`src/rtl/fifo_pop_demux_if.sv`:
```
// Bundle between the pop/demux stage, the upstream fifo and the four destination fifos.
// The slave modport is the demux stage; the master modport is everything around it.
interface fifo_pop_demux_if #(
  parameter int WORD_SIZE = 12,
  parameter int DEST_W    = 2,
  parameter int NUM_DEST  = 1 << DEST_W,
  parameter int CNT_W     = 8
);
  logic                 enable;
  logic [WORD_SIZE-1:0] fifo_data_out;
  logic                 fifo_empty;
  logic [NUM_DEST-1:0]  almost_full_dest;
  logic [NUM_DEST-1:0]  full_dest;
  logic                 fifo_rd;
  logic [NUM_DEST-1:0]  push_out;
  logic [WORD_SIZE-1:0] data_out;
  logic [CNT_W-1:0]     words_fwd;
  logic                 error;
  logic                 idle;

  modport master (
    output enable, fifo_data_out, fifo_empty, almost_full_dest, full_dest,
    input  fifo_rd, push_out, data_out, words_fwd, error, idle
  );

  modport slave (
    input  enable, fifo_data_out, fifo_empty, almost_full_dest, full_dest,
    output fifo_rd, push_out, data_out, words_fwd, error, idle
  );
endinterface

```
`src/rtl/fifo_pop_demux.sv`:
```
// Pops the upstream fifo and steers each word to one of NUM_DEST fifos; fifo_rd -> push is 2 cycles.
// Any almost_full stalls all popping; a word aimed at a full destination is dropped and latches error.
module fifo_pop_demux #(
  parameter int WORD_SIZE = 12,
  parameter int DEST_W    = 2,
  parameter int NUM_DEST  = 1 << DEST_W,
  parameter int CNT_W     = 8
) (
  input  logic              clk,
  input  logic              reset,
  fifo_pop_demux_if.slave   bus
);

  typedef enum logic [1:0] {
    S_RESET  = 2'd0,
    S_IDLE   = 2'd1,
    S_ACTIVE = 2'd2,
    S_ERROR  = 2'd3
  } state_t;

  state_t               state;
  logic                 rd_pending;
  logic [NUM_DEST-1:0]  push_q;
  logic [WORD_SIZE-1:0] data_q;
  logic [CNT_W-1:0]     fwd_q;
  logic                 error_q;

  logic                 rd_c;
  logic [DEST_W-1:0]    dest;
  logic [NUM_DEST-1:0]  dest_onehot;
  logic                 dest_full;
  logic                 drop;

  assign dest        = bus.fifo_data_out[WORD_SIZE-1 -: DEST_W];
  assign dest_onehot = {{(NUM_DEST-1){1'b0}}, 1'b1} << dest;
  assign dest_full   = bus.full_dest[dest];
  assign drop        = rd_pending & dest_full;

  // Two words can be in flight, so almost_full must throttle before the destination is full.
  assign rd_c = (state == S_ACTIVE) & bus.enable & ~bus.fifo_empty & ~(|bus.almost_full_dest);

  always_ff @(posedge clk or negedge reset) begin
    if (!reset) begin
      state      <= S_RESET;
      rd_pending <= 1'b0;
      push_q     <= '0;
      data_q     <= '0;
      fwd_q      <= '0;
      error_q    <= 1'b0;
    end else begin
      rd_pending <= rd_c;
      push_q     <= '0;

      if (rd_pending) begin
        if (!dest_full) begin
          push_q <= dest_onehot;
          data_q <= bus.fifo_data_out;
          fwd_q  <= fwd_q + CNT_W'(1);
        end else begin
          error_q <= 1'b1;
        end
      end

      case (state)
        S_RESET:  state <= S_IDLE;
        S_IDLE:   if (bus.enable && !bus.fifo_empty) state <= S_ACTIVE;
        S_ACTIVE: if (!bus.enable || bus.fifo_empty) state <= S_IDLE;
        S_ERROR:  state <= S_ERROR;
        default:  state <= S_RESET;
      endcase

      // A drop overrides any other transition and only reset leaves ERROR.
      if (drop) state <= S_ERROR;
    end
  end

  assign bus.fifo_rd   = rd_c;
  assign bus.push_out  = push_q;
  assign bus.data_out  = data_q;
  assign bus.words_fwd = fwd_q;
  assign bus.error     = error_q;
  assign bus.idle      = (state == S_IDLE) & ~rd_pending & (push_q == '0);

endmodule
```
`src/flat_wrapper.sv`:
```
// flat-port wrapper written by rule: the top's interface ports become plain ports
module fifo_pop_demux_flat 
#(
  parameter int WORD_SIZE = 12,
  parameter int DEST_W    = 2,
  parameter int NUM_DEST  = 1 << DEST_W,
  parameter int CNT_W     = 8
)
  (clk, reset, bus_enable, bus_fifo_data_out, bus_fifo_empty, bus_almost_full_dest, bus_full_dest, bus_fifo_rd, bus_push_out, bus_data_out, bus_words_fwd, bus_error, bus_idle);
  fifo_pop_demux_if #(.WORD_SIZE(WORD_SIZE), .DEST_W(DEST_W), .NUM_DEST(NUM_DEST), .CNT_W(CNT_W)) bus_i ();
  input  logic clk;
  input  logic reset;
  input wire logic [$bits(bus_i.enable)-1:0] bus_enable;
  input wire logic [$bits(bus_i.fifo_data_out)-1:0] bus_fifo_data_out;
  input wire logic [$bits(bus_i.fifo_empty)-1:0] bus_fifo_empty;
  input wire logic [$bits(bus_i.almost_full_dest)-1:0] bus_almost_full_dest;
  input wire logic [$bits(bus_i.full_dest)-1:0] bus_full_dest;
  output wire logic [$bits(bus_i.fifo_rd)-1:0] bus_fifo_rd;
  output wire logic [$bits(bus_i.push_out)-1:0] bus_push_out;
  output wire logic [$bits(bus_i.data_out)-1:0] bus_data_out;
  output wire logic [$bits(bus_i.words_fwd)-1:0] bus_words_fwd;
  output wire logic [$bits(bus_i.error)-1:0] bus_error;
  output wire logic [$bits(bus_i.idle)-1:0] bus_idle;
  assign bus_i.enable = bus_enable;
  assign bus_i.fifo_data_out = bus_fifo_data_out;
  assign bus_i.fifo_empty = bus_fifo_empty;
  assign bus_i.almost_full_dest = bus_almost_full_dest;
  assign bus_i.full_dest = bus_full_dest;
  assign bus_fifo_rd = bus_i.fifo_rd;
  assign bus_push_out = bus_i.push_out;
  assign bus_data_out = bus_i.data_out;
  assign bus_words_fwd = bus_i.words_fwd;
  assign bus_error = bus_i.error;
  assign bus_idle = bus_i.idle;
  fifo_pop_demux #(.WORD_SIZE(WORD_SIZE), .DEST_W(DEST_W), .NUM_DEST(NUM_DEST), .CNT_W(CNT_W)) u_core (.clk(clk), .reset(reset), .bus(bus_i));
endmodule
```
`config.mk`:
```
export PLATFORM = sky130hd
export DESIGN_NAME = fifo_pop_demux_flat
export DESIGN_NICKNAME = d
export VERILOG_FILES = /design/src/rtl/fifo_pop_demux_if.sv /design/src/rtl/fifo_pop_demux.sv /design/src/flat_wrapper.sv
export SDC_FILE = /design/constraint.sdc
export NUM_CORES = 1
export LEC_CHECK = 0
export CORE_UTILIZATION = 41
export DETAILED_ROUTE_END_ITERATION = 8
export GPL_TIMING_DRIVEN = 1
export PLACE_DENSITY = 0.87
export SLEW_MARGIN = 20
export SYNTH_ARGS = -nofsm -noshare
export SYNTH_HDL_FRONTEND = slang
export SYNTH_SLANG_ARGS = --single-unit
```
`constraint.sdc`:
```
create_clock -name clk -period 1.6 [get_ports clk]
set_input_delay 0.24 -clock clk [delete_from_list [all_inputs] [get_ports clk]]
set_output_delay 0.24 -clock clk [all_outputs]
set_load 0.005 [all_outputs]
```
==> results of run 1 <==
registers in the layout (all words and copies together) (netlist names):
name / flops
u_core.bus.data_out: 12
u_core.bus.words_fwd: 8
u_core.bus.push_out: 4
u_core.state: 2
u_core.bus.error: 1
u_core.rd_pending: 1
path summary, 6_finish.rpt:
kind / to / start / cells past startpoint / slack, ns
min in group clk: u_core.bus.push_out[2]$_DFF_PN0_ / bus_fifo_data_out[10] / 2 / 0.41
setup reg to reg: u_core.bus.data_out[5]$_DFFE_PN0P_ / u_core.rd_pending$_DFF_PN0_ / 4 / 0.21
hold / removal: u_core.bus.words_fwd[7]$_DFFE_PN0P_ / reset / 2 / 0.26
max in group asynchronous: u_core.bus.words_fwd[0]$_DFFE_PN0P_ / reset / 2 / 1.05
setup / recovery: bus_idle / u_core.bus.push_out[1]$_DFF_PN0_ / 3 / -0.31
hold reg to reg: u_core.bus.words_fwd[7]$_DFFE_PN0P_ / u_core.bus.words_fwd[7]$_DFFE_PN0P_ / 1 / 0.48
logic make-up after synthesis:
| kind of cell | count (synthesis) | share of synthesized area |
|---|---|---|
| mux | 14 | 0.136 |
| compound gates | 5 | 0.0405 |
| xor+xnor | 8 | 0.0596 |
| fa+ha+maj | 1 | 0.0106 |
| flops | 28 | 0.596 |
| simple gates | 27 | 0.144 |
| buf+inv | 1 | 0.0128 |
per-layer routing:
layer | global-route usage | up-vias | part of all wire
met3 | 0.0258 | 4 | 0.038
li1 | - | 451 | -
met5 | 0 | - | 0
met2 | 0.306 | 31 | 0.52
met4 | 0.0964 | 0 | 0.017
met1 | 0.243 | 438 | 0.42
power breakdown:
group,internal (mW),switching (mW),total (mW)
logic,0.124,0.0618,0.185
clock network,0.254,0.208,0.462
registers,0.732,0.0247,0.757
worst register-to-register path: stages, from the launching register on:
cell and delay (ns):
dfrtp_1 0.43, and2b_1 0.21, o2bb2ai_4 0.14, buf_12 0.17, mux2_2 0.35
what timing repair did:
item | 4_1_cts | 5_1_grt
setup endpoints to repair | 17 | 10
pin swaps | 2 | 1
setup buffers | 1 | 4
resized for setup | 10 | 9
hold buffers | 0 | 0
cells in the final DEF, fill, tap and decap left out:
master	instances
clkdlybuf4s50_1	43
dfrtp_1	25
buf_4	19
mux2_2	12
xnor2_1	6
nand2_1	4
nand4_1	4
dlymetal6s2s_1	4
o21ai_0	3
clkbuf_4	3
dfrtp_2	3
nor3b_1	2
nand3_1	2
xor2_1	2
nor2_1	2
nor3_1	1
and2b_1	1
and3b_2	1
nor4_2	1
nor2b_1	1
and4b_1	1
or4_4	1
nor4b_2	1
mux2i_2	1
mux2_4	1
o2bb2ai_4	1
and3_1	1
and4_1	1
a21oi_1	1
and2_2	1
and2_1	1
nand2b_1	1
ha_1	1
bufinv_16	1
dlygate4sd2_1	1
clkbuf_2	1
buf_2	1
buf_12	1
cell type report:
type,count,area [µm²],share of cell area
clock buffers,3,22.5,0.0116
clock inverters,1,30.0,0.0155
multi-input cells,55,479,0.247
flip-flops and latches,28,704,0.364
well taps,31,38.8,0.0200
repair buffers,70,662,0.342
metrics by stage:
step	instance area, µm²	hold slack (ns)	TNS (ns)	setup WS (ns)	power [mW]
after floorplan	1170	-0.0556	0	0.149	0.814
after global placement	1820	0.455	-8.29	-0.398	0.951
after detailed placement	1820	0.457	-9.29	-0.449	0.960
after CTS	1890	0.270	-0.332	-0.332	1.42
after global routing	1940	0.291	-0.382	-0.382	1.47
final	1940	0.265	-0.308	-0.308	1.40
==> out/metrics.yaml, run 1 <==
clocking:
  tritoncts: "done"
  clock-sinks: 28
  cts.path.max_buffers: 2
  clock_latency_ns: 0.33
  root_buffer: "clkbuf_4"
  cts_max_level: 1
  cts.clk_slew.worst_paths_ns: 0.15
  cts_buffers: 3
logic_synthesis:
  synth-seq-cells: 28
  synth-edff-count: 0
  ys_types: 29
  synth_cells: 84
  synth.top_cells.by_count: "dfrtp_1, mux2_2, xnor2_1, nand2_1, nand4_1"
  yosysMostFrequentCell: "dfrtp_1"
  synthTopCellsByArea: "dfrtp_1, mux2_2, xnor2_1"
  synth_top_area_share: 0.596
  synth_fp_nets: 109
  synth_ff_type: "dfrtp_1"
  ys_warn_count: 0
  ys_seq_area_frac: 0.596
  synth_async_sr_flop_share: 1.00
  synth_area_per_cell_um2: 14.0
  netlist_area_um2: 1170
  yosys.area.top_type: "dfrtp_1"
sta:
  skew_ns: 0.00722
  max_slew_margin: 0.769
  fmax_mhz: 524
  finalHoldViolations: 0
  post-route-min-period_ns: 1.91
  finalSetupViolCount: 1
  period_share: 1.19
  worstMarginPinSlew_ns: 0.346
  maxSlewViolCount: 0
  setup_ws_ns: -0.308
  rsz0062_at_grt: "yes"
pwr:
  p_per_area_nw_per_um2: 725
  power.leakage_nw: 0.959
  irDropWorstVdd_mv: 0.690
hold_path:
  min_path_type: "in -> async"
placement:
  io_buffers: 50
  dp.cells: 179
  hpwl_mm: 2.03
  place_congestion: 0.842
outcome:
  violations: "negative setup slack"
  status: "finished with violations"
layout:
  fin_util: 0.708
  nNetsFinal: 183
  stdcell_count: 188
  diodes: 0
  syn_to_final_growth_pct: 64.9
  num-fill-cells: 191
  drive_above_1_share: 0.312
die:
  row_count: 19
  die_w_um: 55.5
  core_um2: 2730
  start_util: 0.430
  die_y_um: 55.5
  ios: 51
  fp.dieArea_um2: 3080
detailed_routing:
  first_pass_iters: 4
  wl_per_cell_um: 14.2
  via_count: 924
  drcViolationCount: 0
  via_per_inst: 4.91
  detail-route-antenna-nets: 0
  finalWirelength_mm: 2.66
  drtIter0Drc: 9
setup_path:
  path_class: "reg -> out"
  cp-start-kind: "flip-flop"
  slowest_stage: "or4_4"
  cp-end-kind: "primary output"
  worst-path-buf-inv: 1
  slowest_delay_ns: 0.54
  cp_cell_sequence: "or4_4, nor4b_2, buf_2"
  critPathTopFamily: "simple AND/OR/NAND/NOR gates"
  required_ns: 1.36
  critPathArrivalTime_ns: 1.67
  critical_path_peak_fanout: 2
global_route:
  antenna_found_initial: 0
  grt_max_degree: 29
  grt_pass1_wl_mm: 4.34
  grt_use_total: 0.188
  grt_overflow: 0
  grt_pass1_vias: 916
run:
  maxCapViolCount: 0
No activity file was read; power rests on OpenSTA's default activity.
==> run 2: changes to the inputs <==
- TNS_END_PERCENT: default -> 10
==> run 2 against run 1 <==
The flow still finishes with violations (negative setup slack). Via count down 1.6%. Non-clock buffer count is 3 lower. Clock skew barely moved. Critical path depth unchanged. Maximum frequency grew 0.32%. Routed wire length down 1.6%. Clock power is essentially flat. First-iteration DRC count increased by 67%. Global-route usage unchanged. Critical path type unchanged. Largest power group unchanged.
==> out/metrics.yaml, run 2 (synthesis gave the netlist of run 1 again) <==
sta:
  maxSlewViolCount: 0  # unchanged
  setup_ws_ns: -0.302  # +0.00607 ns
  post-route-min-period_ns: 1.90  # -0.00607 ns
  period_share: 1.19  # -0.00379
  worstMarginPinSlew_ns: 0.357  # +0.0110 ns
  timing.hold.ws_ns: 0.274  # +0.00911 ns
  max_slew_margin: 0.762  # -0.00731
  finalHoldViolations: 0  # unchanged
  fmax_mhz: 526  # +0.32%
  finalSetupViolCount: 1  # unchanged
  rsz0062_at_grt: "yes"
  skew_ns: 0.00747  # +0.000249 ns
detailed_routing:
  via_per_inst: 4.91  # about the same
  drtIter0Drc: 15  # +6
  detail-route-antenna-nets: 0  # unchanged
  drcViolationCount: 0  # unchanged
  first_pass_iters: 2  # -2
  via_count: 909  # -1.6%
  finalWirelength_mm: 2.62  # -1.6%
  wl_per_cell_um: 14.2  # about the same
die:
  fp.dieArea_um2: 3080  # unchanged
  ios: 51  # unchanged
  row_count: 19  # unchanged
  start_util: 0.430  # unchanged
  die_w_um: 55.5  # unchanged
  die_y_um: 55.5  # unchanged
  core_um2: 2730  # unchanged
outcome:
  violations: "negative setup slack"
  status: "finished with violations"
setup_path:
  path_class: "reg -> out"
  cp-end-kind: "primary output"
  cp-start-kind: "flip-flop"
  critPathArrivalTime_ns: 1.66  # about the same
  critical_path_peak_fanout: 2  # unchanged
  required_ns: 1.36  # about the same
pwr:
  pwr-share-clk: 0.329  # about the same
  power.leakage_nw: 0.894  # -6.7%
  p_per_area_nw_per_um2: 740  # +2.0%
  p_total_mw: 1.40  # -0.17%
  irDropWorstVdd_mv: 0.693  # +0.34%
  power.switching_uw: 293  # -0.64%
  p_int_mw: 1.11  # about the same
  p_sw_frac: 0.209  # -0.000987
  combPwrFrac: 0.131  # about the same
  power_frac_seq: 0.540  # about the same
clocking:
  root_buffer: "clkbuf_4"
  cts_max_level: 1  # unchanged
  cts.path.max_buffers: 2  # unchanged
  tritoncts: "done"
  cts.clk_slew.worst_paths_ns: 0.15  # about the same
  clock-sinks: 28  # unchanged
  cts_buffers: 3  # unchanged
  clock_latency_ns: 0.33  # about the same
global_route:
  grt_pass1_wl_mm: 4.34  # unchanged
  grt_use_total: 0.188  # unchanged
  antenna_found_initial: 0  # unchanged
  grt_pass1_vias: 916  # unchanged
  grt_overflow: 0  # unchanged
  grt_max_degree: 29  # unchanged
placement:
  place_congestion: 0.842  # unchanged
  hpwl_mm: 2.03  # unchanged
  io_buffers: 50  # unchanged
layout:
  diodes: 0  # unchanged
  mostFrequentLayoutCells: "clkdlybuf4s50_1, dfrtp_1, buf_4"
  largest_reg_flops: 12  # unchanged
  drive_above_1_share: 0.312  # -0.000414
  nNetsFinal: 180  # -1.6%
  syn_to_final_growth_pct: 61.3
  layout_commonest_cell: "clkdlybuf4s50_1"
hold_path:
  min_path_type: "in -> async"
run:
  maxCapViolCount: 0  # unchanged
run 2: changes by cell type in the layout (fill, tap and decap cells not counted), sizes merged:
cell and delta:
clkbuf -1, buf +1, clkdlybuf4s15 +1, clkdlybuf4s50 -1, dlymetal6s2s -3
run 2: final cells by class:
| type | instances | area [µm²] |
|---|---|---|
| Fill cell | 192 | 838 |
| Sequential cell | 28 | 704 |
| Timing Repair Buffer | 67 | 627 |
| Multi-Input combinational cell | 55 | 473 |
| Tap cell | 31 | 38.8 |
| Clock inverter | 1 | 30.0 |
| Clock buffer | 3 | 22.5 |
run 2: path summary, 6_finish.rpt:
kind	from	to	slack, ns	cells after the start
min in group clk	bus_fifo_data_out[10]	u_core.bus.push_out[2]$_DFF_PN0_	0.40	2
worst min-delay path	reset	u_core.bus.words_fwd[6]$_DFFE_PN0P_	0.27	2
worst max register to register	u_core.rd_pending$_DFF_PN0_	u_core.bus.data_out[5]$_DFFE_PN0P_	0.20	4
worst min register to register	u_core.bus.words_fwd[7]$_DFFE_PN0P_	u_core.bus.words_fwd[7]$_DFFE_PN0P_	0.48	1
max in group asynchronous	reset	u_core.bus.words_fwd[0]$_DFFE_PN0P_	1.04	2
worst max-delay path	u_core.bus.push_out[1]$_DFF_PN0_	bus_idle	-0.30	3
run 2: worst max-delay path, stage by stage, from the launching register on:
cell and delay (ns):
dfrtp_1 0.41, or4_4 0.54, nor4b_2 0.24, buf_2 0.14
run 2: timing repair:
item | in CTS | in global routing
setup endpoints to repair | 17 | 10
hold buffers | 0 | 0
pin swaps | 2 | 0
resized for setup | 10 | 8
setup buffers | 1 | 1
run 2: power by group through the flow:
| stage | sequential [mW] | combinational [mW] | clock (mW) |
|---|---|---|---|
| after floorplan | 0.767 | 0.0478 | 0 |
| after global placement | 0.766 | 0.185 | 0 |
| after detailed placement | 0.768 | 0.192 | 0 |
| after CTS | 0.757 | 0.188 | 0.472 |
| after global routing | 0.761 | 0.201 | 0.503 |
| final | 0.757 | 0.184 | 0.461 |
run 2: through the flow:
step	utilization	setup TNS, ns	worst slack, ns	area [µm²]	instances
6_report	0.693	-0.302	-0.302	1900	185
3_5_place_dp	0.667	-9.29	-0.449	1820	179
5_1_grt	0.693	-0.503	-0.388	1900	185
3_3_place_gp	0.667	-8.29	-0.398	1820	179
4_1_cts	0.692	-0.332	-0.332	1890	184
2_1_floorplan	-	0	0.149	1170	84
run 2: metal layers:
metal	global-route usage	vias to the layer above	share of wire
li1	-	444	-
met1	0.243	432	0.44
met2	0.306	29	0.50
met3	0.0258	4	0.036
met4	0.0964	0	0.021
met5	0	-	0
==> run 3: changes to the inputs <==
- clock period: 1.6 -> 1.95 ns (I/O delays scaled with it)
==> run 3 against run 2 <==
The flow still finishes with violations (negative setup slack). Flip-flop and latch count unchanged. Non-clock buffer count decreased by 5. Global-route usage down 1.1 points. First-iteration DRC count up 13%. Critical path depth did not move. Routed wire length decreased by 0.95%. Via count rose by 0.99%. Die area stayed put.
==> out/metrics.yaml, run 3 (synthesis gave the netlist of run 1 again) <==
sta:
  setup_ws_ns: -0.000817  # +0.301 ns
  fmax_mhz: 513
  worstMarginPinSlew_ns: 0.362  # +0.00491 ns
  rsz0062_at_grt: "yes"
  post-route-min-period_ns: 1.95
  period_share: 1.00
  skew_ns: 0.00377  # -0.00370 ns
  finalSetupViolCount: 1  # unchanged
  maxSlewViolCount: 0  # unchanged
  finalHoldViolations: 0  # unchanged
  max_slew_margin: 0.752  # -0.0102
global_route:
  grt_pass1_wl_mm: 4.13  # -4.8%
  met1_usage: 0.217  # -0.0264
  grt_busiest_layer: "met2"
  gr-usage-met3: 0.0281  # +0.00234
  grt_max_degree: 29  # unchanged
  grt_util_met2: 0.303  # -0.00344
  grt_use_total: 0.177  # -0.0108
  antenna_found_initial: 0  # unchanged
  grt_pass1_vias: 906  # -1.1%
  grt_overflow: 0  # unchanged
layout:
  drive_above_1_share: 0.230  # -0.0820
  nNetsFinal: 175  # -2.8%
  fin_util: 0.669  # -0.0247
  largest_reg_flops: 12  # unchanged
  syn_to_final_growth_pct: 55.6
  final-seq-area_um2: 701  # -0.53%
  num-fill-cells: 221  # +15%
  multi_input_area_um2: 469  # -0.79%
  diodes: 0  # unchanged
  mostFrequentLayoutCells: "clkdlybuf4s50_1, dfrtp_1, mux2_2"
  layout_commonest_cell: "clkdlybuf4s50_1"
outcome:
  status: "finished with violations"
  violations: "negative setup slack"
die:
  start_util: 0.430  # unchanged
  row_count: 19  # unchanged
  die_y_um: 55.5  # unchanged
  core_um2: 2730  # unchanged
  ios: 51  # unchanged
  fp.dieArea_um2: 3080  # unchanged
  die_w_um: 55.5  # unchanged
clocking:
  clock_latency_ns: 0.31  # -0.02 ns
  cts.path.max_buffers: 2  # unchanged
  clock-sinks: 28  # unchanged
  hold_buffers: 0  # unchanged
  cts_max_level: 1  # unchanged
  root_buffer: "clkbuf_4"
  tritoncts: "done"
  cts.clk_slew.worst_paths_ns: 0.14  # about the same
  cts_buffers: 3  # unchanged
pwr:
  power.leakage_nw: 0.837  # -6.4%
  p_per_area_nw_per_um2: 545  # -26%
  irDropWorstVdd_mv: 0.407  # -41%
placement:
  hpwl_mm: 1.96  # -3.2%
  dpl_worst_slack_ns: -0.206  # +0.243 ns
  place_congestion: 0.802  # -4.7%
  io_buffers: 50  # unchanged
setup_path:
  critPathArrivalTime_ns: 1.66  # about the same
  cp-start-kind: "flip-flop"
  required_ns: 1.66  # +0.30 ns
  critical_path_peak_fanout: 2  # unchanged
  cp-end-kind: "primary output"
  path_class: "reg -> out"
run:
  maxCapViolCount: 0  # unchanged
detailed_routing:
  finalWirelength_mm: 2.59  # -0.95%
  drcViolationCount: 0  # unchanged
  via_per_inst: 5.13  # +4.4%
  first_pass_iters: 4  # +2
  wl_per_cell_um: 14.5  # +2.4%
  detail-route-antenna-nets: 0  # unchanged
  drtIter0Drc: 17  # +2
  via_count: 918  # +0.99%
hold_path:
  min_path_type: "in -> async"
==> run 3: final timing paths <==
kind                                                       end  slack, ns  cells after the start                                start
setup reg to reg            u_core.bus.data_out[0]$_DFFE_PN0P_       0.49                      4          u_core.rd_pending$_DFF_PN0_
setup / recovery                                      bus_idle    -0.0008                      3     u_core.bus.push_out[0]$_DFF_PN0_
hold / removal             u_core.bus.data_out[10]$_DFFE_PN0P_       0.35                      2                                reset
min in group clk           u_core.bus.words_fwd[7]$_DFFE_PN0P_       0.49                      1  u_core.bus.words_fwd[7]$_DFFE_PN0P_
hold reg to reg            u_core.bus.words_fwd[7]$_DFFE_PN0P_       0.49                      1  u_core.bus.words_fwd[7]$_DFFE_PN0P_
max in group asynchronous     u_core.bus.push_out[2]$_DFF_PN0_       1.35                      2                                reset
==> run 3: area by class of cell <==
type / instances / area share
multi-input cells: 55 / 0.257
flip-flops and latches: 28 / 0.383
repair buffers: 62 / 0.326
well taps: 31 / 0.0212
clock buffers: 3 / 0.0123
==> run 3: stage by stage <==
step | total power, mW | area [µm²] | TNS [ns] | instances | hold slack (ns)
detailed placement | 0.785 | 1790 | -3.29 | 174 | 0.460
global route | 1.05 | 1830 | -0.0836 | 179 | 0.337
floorplan | 0.668 | 1170 | 0 | 84 | -0.00309
global placement | 0.774 | 1790 | -1.28 | 174 | 0.456
CTS | 1.02 | 1820 | -0.0458 | 178 | 0.337
finish | 0.996 | 1830 | -0.000817 | 179 | 0.345
==> run 3: power breakdown <==
group | switching [mW] | internal (mW)
Combinational | 0.0506 | 0.0985
Sequential | 0.0204 | 0.601
Clock | 0.154 | 0.0722
==> run 3: critical path, cell delays in order (launching register included) <==
cell and delay, ns:
dfrtp_1 0.42, or4_4 0.52, nor4b_2 0.25, buf_2 0.15
==> run 3: what timing repair did <==
action | 4_1_cts | 5_1_grt
buffers inserted | 1 | 1
pin swaps | 1 | 0
resized for setup | 6 | 1
endpoints found under the setup margin | 2 | 1
==> run 3: layer usage <==
metal	share of wire	up-vias	wire length, µm
met5	0	-	0
met2	0.52	31	1350
met1	0.42	456	1090
li1	-	429	-
met4	0.010	0	27
met3	0.046	2	118
